**src/rtl/fwd_pkg.sv**
```systemverilog
// Shared types and helpers for the operand-forwarding controller.
// Holds the select encoding for the EX-stage operand muxes, the
// per-stage destination tag, and the producer-match predicate used by
// every comparator in the block.
package fwd_pkg;

    // Width of the destination field carried in every stage tag.
    localparam int TAG_RAW = 5;

    // Architectural register that always reads as zero and is never forwarded.
    localparam int unsigned ZERO_REG = 0;

    // Operand-mux select, {S1,S0}.
    typedef enum logic [1:0] {
        FWD_RF    = 2'b00,  // register file
        FWD_EXMEM = 2'b01,  // EX/MEM result (producer one ahead)
        FWD_MEMWB = 2'b10,  // MEM/WB result (producer two ahead)
        FWD_WB    = 2'b11   // write-back holding register (three ahead)
    } fwd_sel_e;

    // Destination tag of the instruction currently occupying a stage.
    typedef struct packed {
        logic               valid;
        logic               we;
        logic               load;
        logic [TAG_RAW-1:0] rd;
    } stage_tag_t;

    // Empty stage; also what a stall or flush inserts into EX.
    localparam stage_tag_t TAG_BUBBLE = '0;

    // A stage supplies src when it really writes that register and the
    // register is not the hard-wired zero.
    function automatic logic tag_hit(input stage_tag_t tag,
                                     input logic [TAG_RAW-1:0] src);
        return tag.valid && tag.we && (tag.rd == src) &&
               (src != TAG_RAW'(ZERO_REG));
    endfunction

endpackage

```
**src/rtl/fwd_match.sv**
```systemverilog
// Priority comparator for one ID-stage source operand.
// Compares the source address against the EX, MEM and WB tags and
// returns the select of the youngest matching producer, or the register
// file when nothing matches.
module fwd_match
    import fwd_pkg::*;
(
    input  logic [TAG_RAW-1:0] src,
    input  stage_tag_t         ex_tag,
    input  stage_tag_t         mem_tag,
    input  stage_tag_t         wb_tag,
    output fwd_sel_e           sel
);

    // The load flag matters only for hazard detection, not for forwarding.
    logic unused_load;
    assign unused_load = ex_tag.load ^ mem_tag.load ^ wb_tag.load;

    // Youngest producer wins: EX over MEM over WB.
    always_comb begin
        if (tag_hit(ex_tag, src)) begin
            sel = FWD_EXMEM;
        end else if (tag_hit(mem_tag, src)) begin
            sel = FWD_MEMWB;
        end else if (tag_hit(wb_tag, src)) begin
            sel = FWD_WB;
        end else begin
            sel = FWD_RF;
        end
    end

endmodule

```
**src/rtl/fwd_unit.sv**
```systemverilog
// Operand-forwarding controller for the integer pipeline.
// Tracks the destination tags of the instructions in EX, MEM and WB,
// produces the registered operand-mux selects for the instruction
// entering EX, and raises a one-cycle stall on a load-use hazard.
// Optional build macro FWD_STALL_CNT_EN adds a saturating 32-bit count
// of stall cycles on output stall_cnt.
module fwd_unit
    import fwd_pkg::*;
#(
    parameter int RAW  = TAG_RAW,
    parameter int NREG = 32
) (
    input  logic           clk,
    input  logic           rst_n,
    input  logic           id_valid,
    input  logic [RAW-1:0] id_rs,
    input  logic [RAW-1:0] id_rt,
    input  logic [RAW-1:0] id_rd,
    input  logic           id_we,
    input  logic           id_load,
    input  logic           flush,
    output logic           stall,
`ifdef FWD_STALL_CNT_EN
    output logic [31:0]    stall_cnt,
`endif
    output logic           fwd_a_s0,
    output logic           fwd_a_s1,
    output logic           fwd_b_s0,
    output logic           fwd_b_s1
);

    // Stage tags carry a fixed-width destination field, and every
    // architectural register must be addressable.
    if (RAW != TAG_RAW) begin : g_raw_check
        $error("fwd_unit: RAW must equal fwd_pkg::TAG_RAW");
    end
    if (NREG > (1 << RAW)) begin : g_nreg_check
        $error("fwd_unit: NREG exceeds the RAW address space");
    end

    stage_tag_t ex_q,  ex_d;
    stage_tag_t mem_q, mem_d;
    stage_tag_t wb_q,  wb_d;
    fwd_sel_e   fwd_a_q, fwd_a_d;
    fwd_sel_e   fwd_b_q, fwd_b_d;
    fwd_sel_e   sel_a,   sel_b;
    logic       advance;

    // Operand-A and operand-B comparators, evaluated independently so a
    // register used as both sources yields identical selects.
    fwd_match u_match_a (
        .src     (id_rs),
        .ex_tag  (ex_q),
        .mem_tag (mem_q),
        .wb_tag  (wb_q),
        .sel     (sel_a)
    );

    fwd_match u_match_b (
        .src     (id_rt),
        .ex_tag  (ex_q),
        .mem_tag (mem_q),
        .wb_tag  (wb_q),
        .sel     (sel_b)
    );

    // Load-use hazard: a load in EX feeds a source of the ID instruction.
    // A flush squashes the consumer, so it also cancels the stall.
    always_comb begin
        stall = id_valid && ex_q.valid && ex_q.load && ex_q.we &&
                (ex_q.rd != RAW'(ZERO_REG)) &&
                ((ex_q.rd == id_rs) || (ex_q.rd == id_rt)) &&
                !flush;
    end

    // Next-state for tags and selects: older stages always shift; EX takes
    // the ID instruction only when it really advances, otherwise a bubble.
    always_comb begin
        // NOTE: every always_comb output gets a default first so no path
        // can leave it unassigned and infer a latch.
        ex_d    = TAG_BUBBLE;
        fwd_a_d = FWD_RF;
        fwd_b_d = FWD_RF;
        mem_d   = ex_q;
        wb_d    = mem_q;
        advance = id_valid && !stall && !flush;
        if (advance) begin
            ex_d.valid = 1'b1;
            ex_d.we    = id_we;
            ex_d.load  = id_load;
            ex_d.rd    = id_rd;
            fwd_a_d    = sel_a;
            fwd_b_d    = sel_b;
        end
    end

    // Pipeline tag and select registers.
    always_ff @(posedge clk) begin
        // NOTE: reset is sampled on the clock edge here, so it needs no
        // separate sensitivity entry; it is just the highest-priority branch.
        if (!rst_n) begin
            ex_q    <= TAG_BUBBLE;
            mem_q   <= TAG_BUBBLE;
            wb_q    <= TAG_BUBBLE;
            fwd_a_q <= FWD_RF;
            fwd_b_q <= FWD_RF;
        end else begin
            // NOTE: non-blocking assignments let every stage read the
            // pre-edge value of its neighbour, which is what makes the
            // shift EX->MEM->WB happen in one step.
            ex_q    <= ex_d;
            mem_q   <= mem_d;
            wb_q    <= wb_d;
            fwd_a_q <= fwd_a_d;
            fwd_b_q <= fwd_b_d;
        end
    end

    assign fwd_a_s0 = fwd_a_q[0];
    assign fwd_a_s1 = fwd_a_q[1];
    assign fwd_b_s0 = fwd_b_q[0];
    assign fwd_b_s1 = fwd_b_q[1];

`ifdef FWD_STALL_CNT_EN
    logic [31:0] stall_cnt_q, stall_cnt_d;

    // Stall-cycle counter, holding at all-ones instead of wrapping.
    always_comb begin
        stall_cnt_d = stall_cnt_q;
        if (stall && (stall_cnt_q != 32'hFFFF_FFFF)) begin
            stall_cnt_d = stall_cnt_q + 32'd1;
        end
    end

    // Stall-cycle counter register.
    always_ff @(posedge clk) begin
        if (!rst_n) begin
            stall_cnt_q <= 32'd0;
        end else begin
            stall_cnt_q <= stall_cnt_d;
        end
    end

    assign stall_cnt = stall_cnt_q;
`endif

endmodule

```
**config.mk**
```make
export PLATFORM = sky130hd
export DESIGN_NAME = fwd_unit
export DESIGN_NICKNAME = d
export VERILOG_FILES = /design/src/rtl/fwd_pkg.sv /design/src/rtl/fwd_match.sv /design/src/rtl/fwd_unit.sv
export SDC_FILE = /design/constraint.sdc
export NUM_CORES = 1
export LEC_CHECK = 0
export ABC_AREA = 1
export ABC_CLOCK_PERIOD_IN_PS = 3500
export BUFFER_PORTS_ARGS = -buffer_cell sky130_fd_sc_hd__clkbuf_2
export CAP_MARGIN = 25
export CORE_MARGIN = 4
export CORE_UTILIZATION = 59
export CTS_CLUSTER_DIAMETER = 100
export DETAILED_ROUTE_END_ITERATION = 12
export HOLD_SLACK_MARGIN = 0.05
export PLACE_DENSITY = 0.84
export RECOVER_POWER = 25
export SETUP_SLACK_MARGIN = 0.02
export SLEW_MARGIN = 0
export SYNTH_ARGS = -nofsm -noshare
export SYNTH_HDL_FRONTEND = slang
export SYNTH_SLANG_ARGS = --single-unit
```
**constraint.sdc**
```tcl
create_clock -name clk -period 3.5 [get_ports clk]
set_input_delay 0 -clock clk [delete_from_list [all_inputs] [get_ports clk]]
set_output_delay 0 -clock clk [all_outputs]
set_load 0.1 [all_outputs]
```
==> results.sh <==
export IMPL_cp_startpoint="ex_q[1]"
export IMPL_ir_worst_vdd_mv=0.2731
export IMPL_muxShareOfSynthArea_pct=0
export IMPL_grt_met2_usage_pct=33.71
export IMPL_drc=0
export IMPL_cp_max_fo=5
export IMPL_crit_arrival_ns=1.81
export IMPL_synth_compound_area_share_pct=0.6785
export IMPL_clkSinkCount=26
export IMPL_synthSimpleGateAreaFrac_pct=43.60
export IMPL_r2r_end="fwd_a_q[0]"
export IMPL_drive_gt1_share_pct=16.14
export IMPL_ys_types=17
export IMPL_swShare_pct=25.37
export IMPL_clk_pin_slew_ns=0.14
export IMPL_hold_violations=0
export IMPL_cp_start_kind="flop"
export IMPL_num_io_pins=26
export IMPL_grt_total_usage_pct=20.10
export IMPL_critPathMaxStageDelay_ns=0.44
export IMPL_synth_area_leaders="dfxtp_1, nand2_1, inv_1, nor2_1, nor2_2"
export IMPL_gp_congestion=0.9287
export IMPL_wl_per_cell_um=9.735
export IMPL_dpl_hpwl_um=2451
export IMPL_internal_power_w=0.0003967
export IMPL_grt_start_max_net_pins=16
export IMPL_routed_via_density=4.597
export IMPL_worstPathCellList="inv_1, nand2_1, nand2_1, nor2_1, nand3_1, nand2_1, nand2_2, inv_1, clkbuf_2"
export IMPL_clk_path_buf_depth=2
export IMPL_cpMostUsedCell="nand2_1"
export IMPL_endpoint_kind="primary output"
export IMPL_drt_pass1_iter_count=4
export IMPL_dp_cells=302
export IMPL_nets=307
export IMPL_fin_skew_ns=0.01143
export IMPL_path_delay_family="buffers and inverters"
export IMPL_yosys_warnings=0
export IMPL_dieArea_sq_um=3364
export IMPL_status="finished, final reports clean"
export IMPL_rows=17
export IMPL_cts_tree="built"
export IMPL_synth_top_cell_by_area="dfxtp_1"
export IMPL_hp_start="rst_n"
export IMPL_ys_seq_area_share_pct=35.28
export IMPL_grt_pass1_vias=1238
export IMPL_grt_remaining_overflow=0
export IMPL_required_ns=3.50
export IMPL_pwr_share_comb_pct=14.5
export IMPL_rsz0062_at_grt="false"
export IMPL_final_core_util_pct=74.78
export IMPL_fp_dieH_um=58
export IMPL_p_sw_w=0.0001348
export IMPL_ant_nets=0
export IMPL_grt_busiest_layer="met2"
export IMPL_cts_root_buf="clkbuf_4"
export IMPL_holdPathEnd="wb_q[2]"
export IMPL_seq_power_share_pct=57.4
export IMPL_numCtsBuffers=3
export IMPL_syn_area_sq_um=1475
export IMPL_insertion_delay_ns=0.32
export IMPL_synthesis_nets=272
export IMPL_crit_type="flop to primary output"
export IMPL_postCtsSetupBuffers=0
export IMPL_cts_resized=0
export IMPL_synth_top_family_by_area="simple AND/OR/NAND/NOR gates"
export IMPL_antenna_found_initial=0
export IMPL_layout_commonest_cell="nand2_1"
export IMPL_max_cap_violations=0
export IMPL_syn_inst=251
export IMPL_hold_buffers=7
export IMPL_cellPowerDensity_nw_per_um2=309.4
export IMPL_vias=1439
export IMPL_port_buffers=25
export IMPL_leakagePower_nw=1.031
export IMPL_worst_path_buf_inv=3
export IMPL_met3_usage_pct=2.227
export IMPL_instances_no_fill=313
export IMPL_core_area_sq_um=2297
export IMPL_synthXorXnorAreaFrac_pct=3.562
export IMPL_initial_core_util_pct=64.22
export IMPL_htree_levels=1
export IMPL_grt_pass1_wl_um=5237
export IMPL_r2r_start="ex_q[1]"
export IMPL_ys_seq_elements=26
export IMPL_slew_headroom_pct=64.19
export IMPL_drt_total_wl_um=3047
export IMPL_setup_tns_ns=0
export IMPL_worst_pin_slew_ns=0.5395
export IMPL_syn_avg_cell_area_sq_um=5.877
export IMPL_cp_slowest_cell="clkbuf_2"
export IMPL_synthAdderAreaFrac_pct=0
export IMPL_synth_top_cell_area_share_pct=35.28
export IMPL_fmax_mhz=553.4
export IMPL_hold_path_depth=3
export IMPL_rr_worst_depth=9
export IMPL_drv_slew=0
export IMPL_clockPowerShare_pct=28.1
export IMPL_syn_to_final_growth_pct=16.45
export IMPL_layout_common_cells="nand2_1, inv_1, nor2_1"
export IMPL_met1_usage_pct=26.39
export IMPL_finalSetupViolCount=0
export IMPL_hold_path_class="input pin to flop"
export IMPL_drt_iter0_markers=61
export IMPL_fin_crit_sh_pct=51.63
export IMPL_regToRegSetupSlack_ns=2.18
export IMPL_die_w_um=58
export IMPL_num_antenna_cells=0
export IMPL_min_period_ns=1.807
power groups by stage:
stage	clock network, W	registers (W)	logic (W)
floorplan	0	0.000311	0.0000451
global placement	0	0.000311	0.0000686
detailed placement	0	0.000312	0.0000699
CTS	0.000154	0.000305	0.0000762
global route	0.000168	0.000306	0.0000880
finish	0.000150	0.000305	0.0000769
sequential cells by signal (all words and copies together) (netlist names):
| name | cells |
|---|---|
| ex_q | 8 |
| fwd_a_q | 2 |
| fwd_b_q | 2 |
| mem_q | 7 |
| wb_q | 7 |
synth_stat cells:
cell type    n
clkbuf_1     1
nand3_1      7
nor2_2      10
nor2_1      27
inv_1       55
dfxtp_1     26
nor3_1       1
buf_12       1
inv_2        5
and2_1       2
nand4_1      3
xnor2_1      6
a21oi_1      2
nand2_2      1
nand3b_1     1
nand2_1    102
nand2_4      1
layer usage:
layer	wire length, um	part of all wire, %
met5	0	0
met4	31	1.0
met3	237	7.8
met2	1394	46
met1	1383	45
kinds of logic after synthesis:
logic type      count (synthesis)
simple gates                  155
buf+inv                        62
flops                          26
xor+xnor                        6
compound gates                  2
how the worst max path moves through the flow:
stage | slack, ns | cells after the start | to
detailed placement | 2.06 | 9 | stall
CTS | 1.69 | 9 | stall
floorplan | 2.07 | 8 | stall
finish | 1.69 | 9 | stall
global route | 1.53 | 9 | stall
global placement | 2.10 | 9 | stall
metrics by stage:
stage / hold WS [ns] / cell area [sq um] / worst slack, ns / power (W)
after global placement: 0.2104 / 1612 / 2.102 / 0.0003800
after floorplan: 0.09763 / 1475 / 2.066 / 0.0003559
after global routing: 0.08752 / 1718 / 1.527 / 0.0005623
after detailed placement: 0.2162 / 1612 / 2.057 / 0.0003814
final: 0.08128 / 1718 / 1.693 / 0.0005315
after CTS: 0.06984 / 1718 / 1.686 / 0.0005357
area by class of cell:
class | count | area (sq um)
fill | 204 | 579.3
sequential | 26 | 520.5
multi-input combinational | 163 | 705.7
tap | 28 | 35.03
timing repair buffer | 32 | 195.2
clock buffer | 4 | 36.28
inverter | 60 | 225.2
worst min-delay path, cell delays in order:
cell and delay (ns):
clkbuf_2 0.23, nand2_1 0.11, inv_1 0.03
Power figures use the tool's default switching activity.
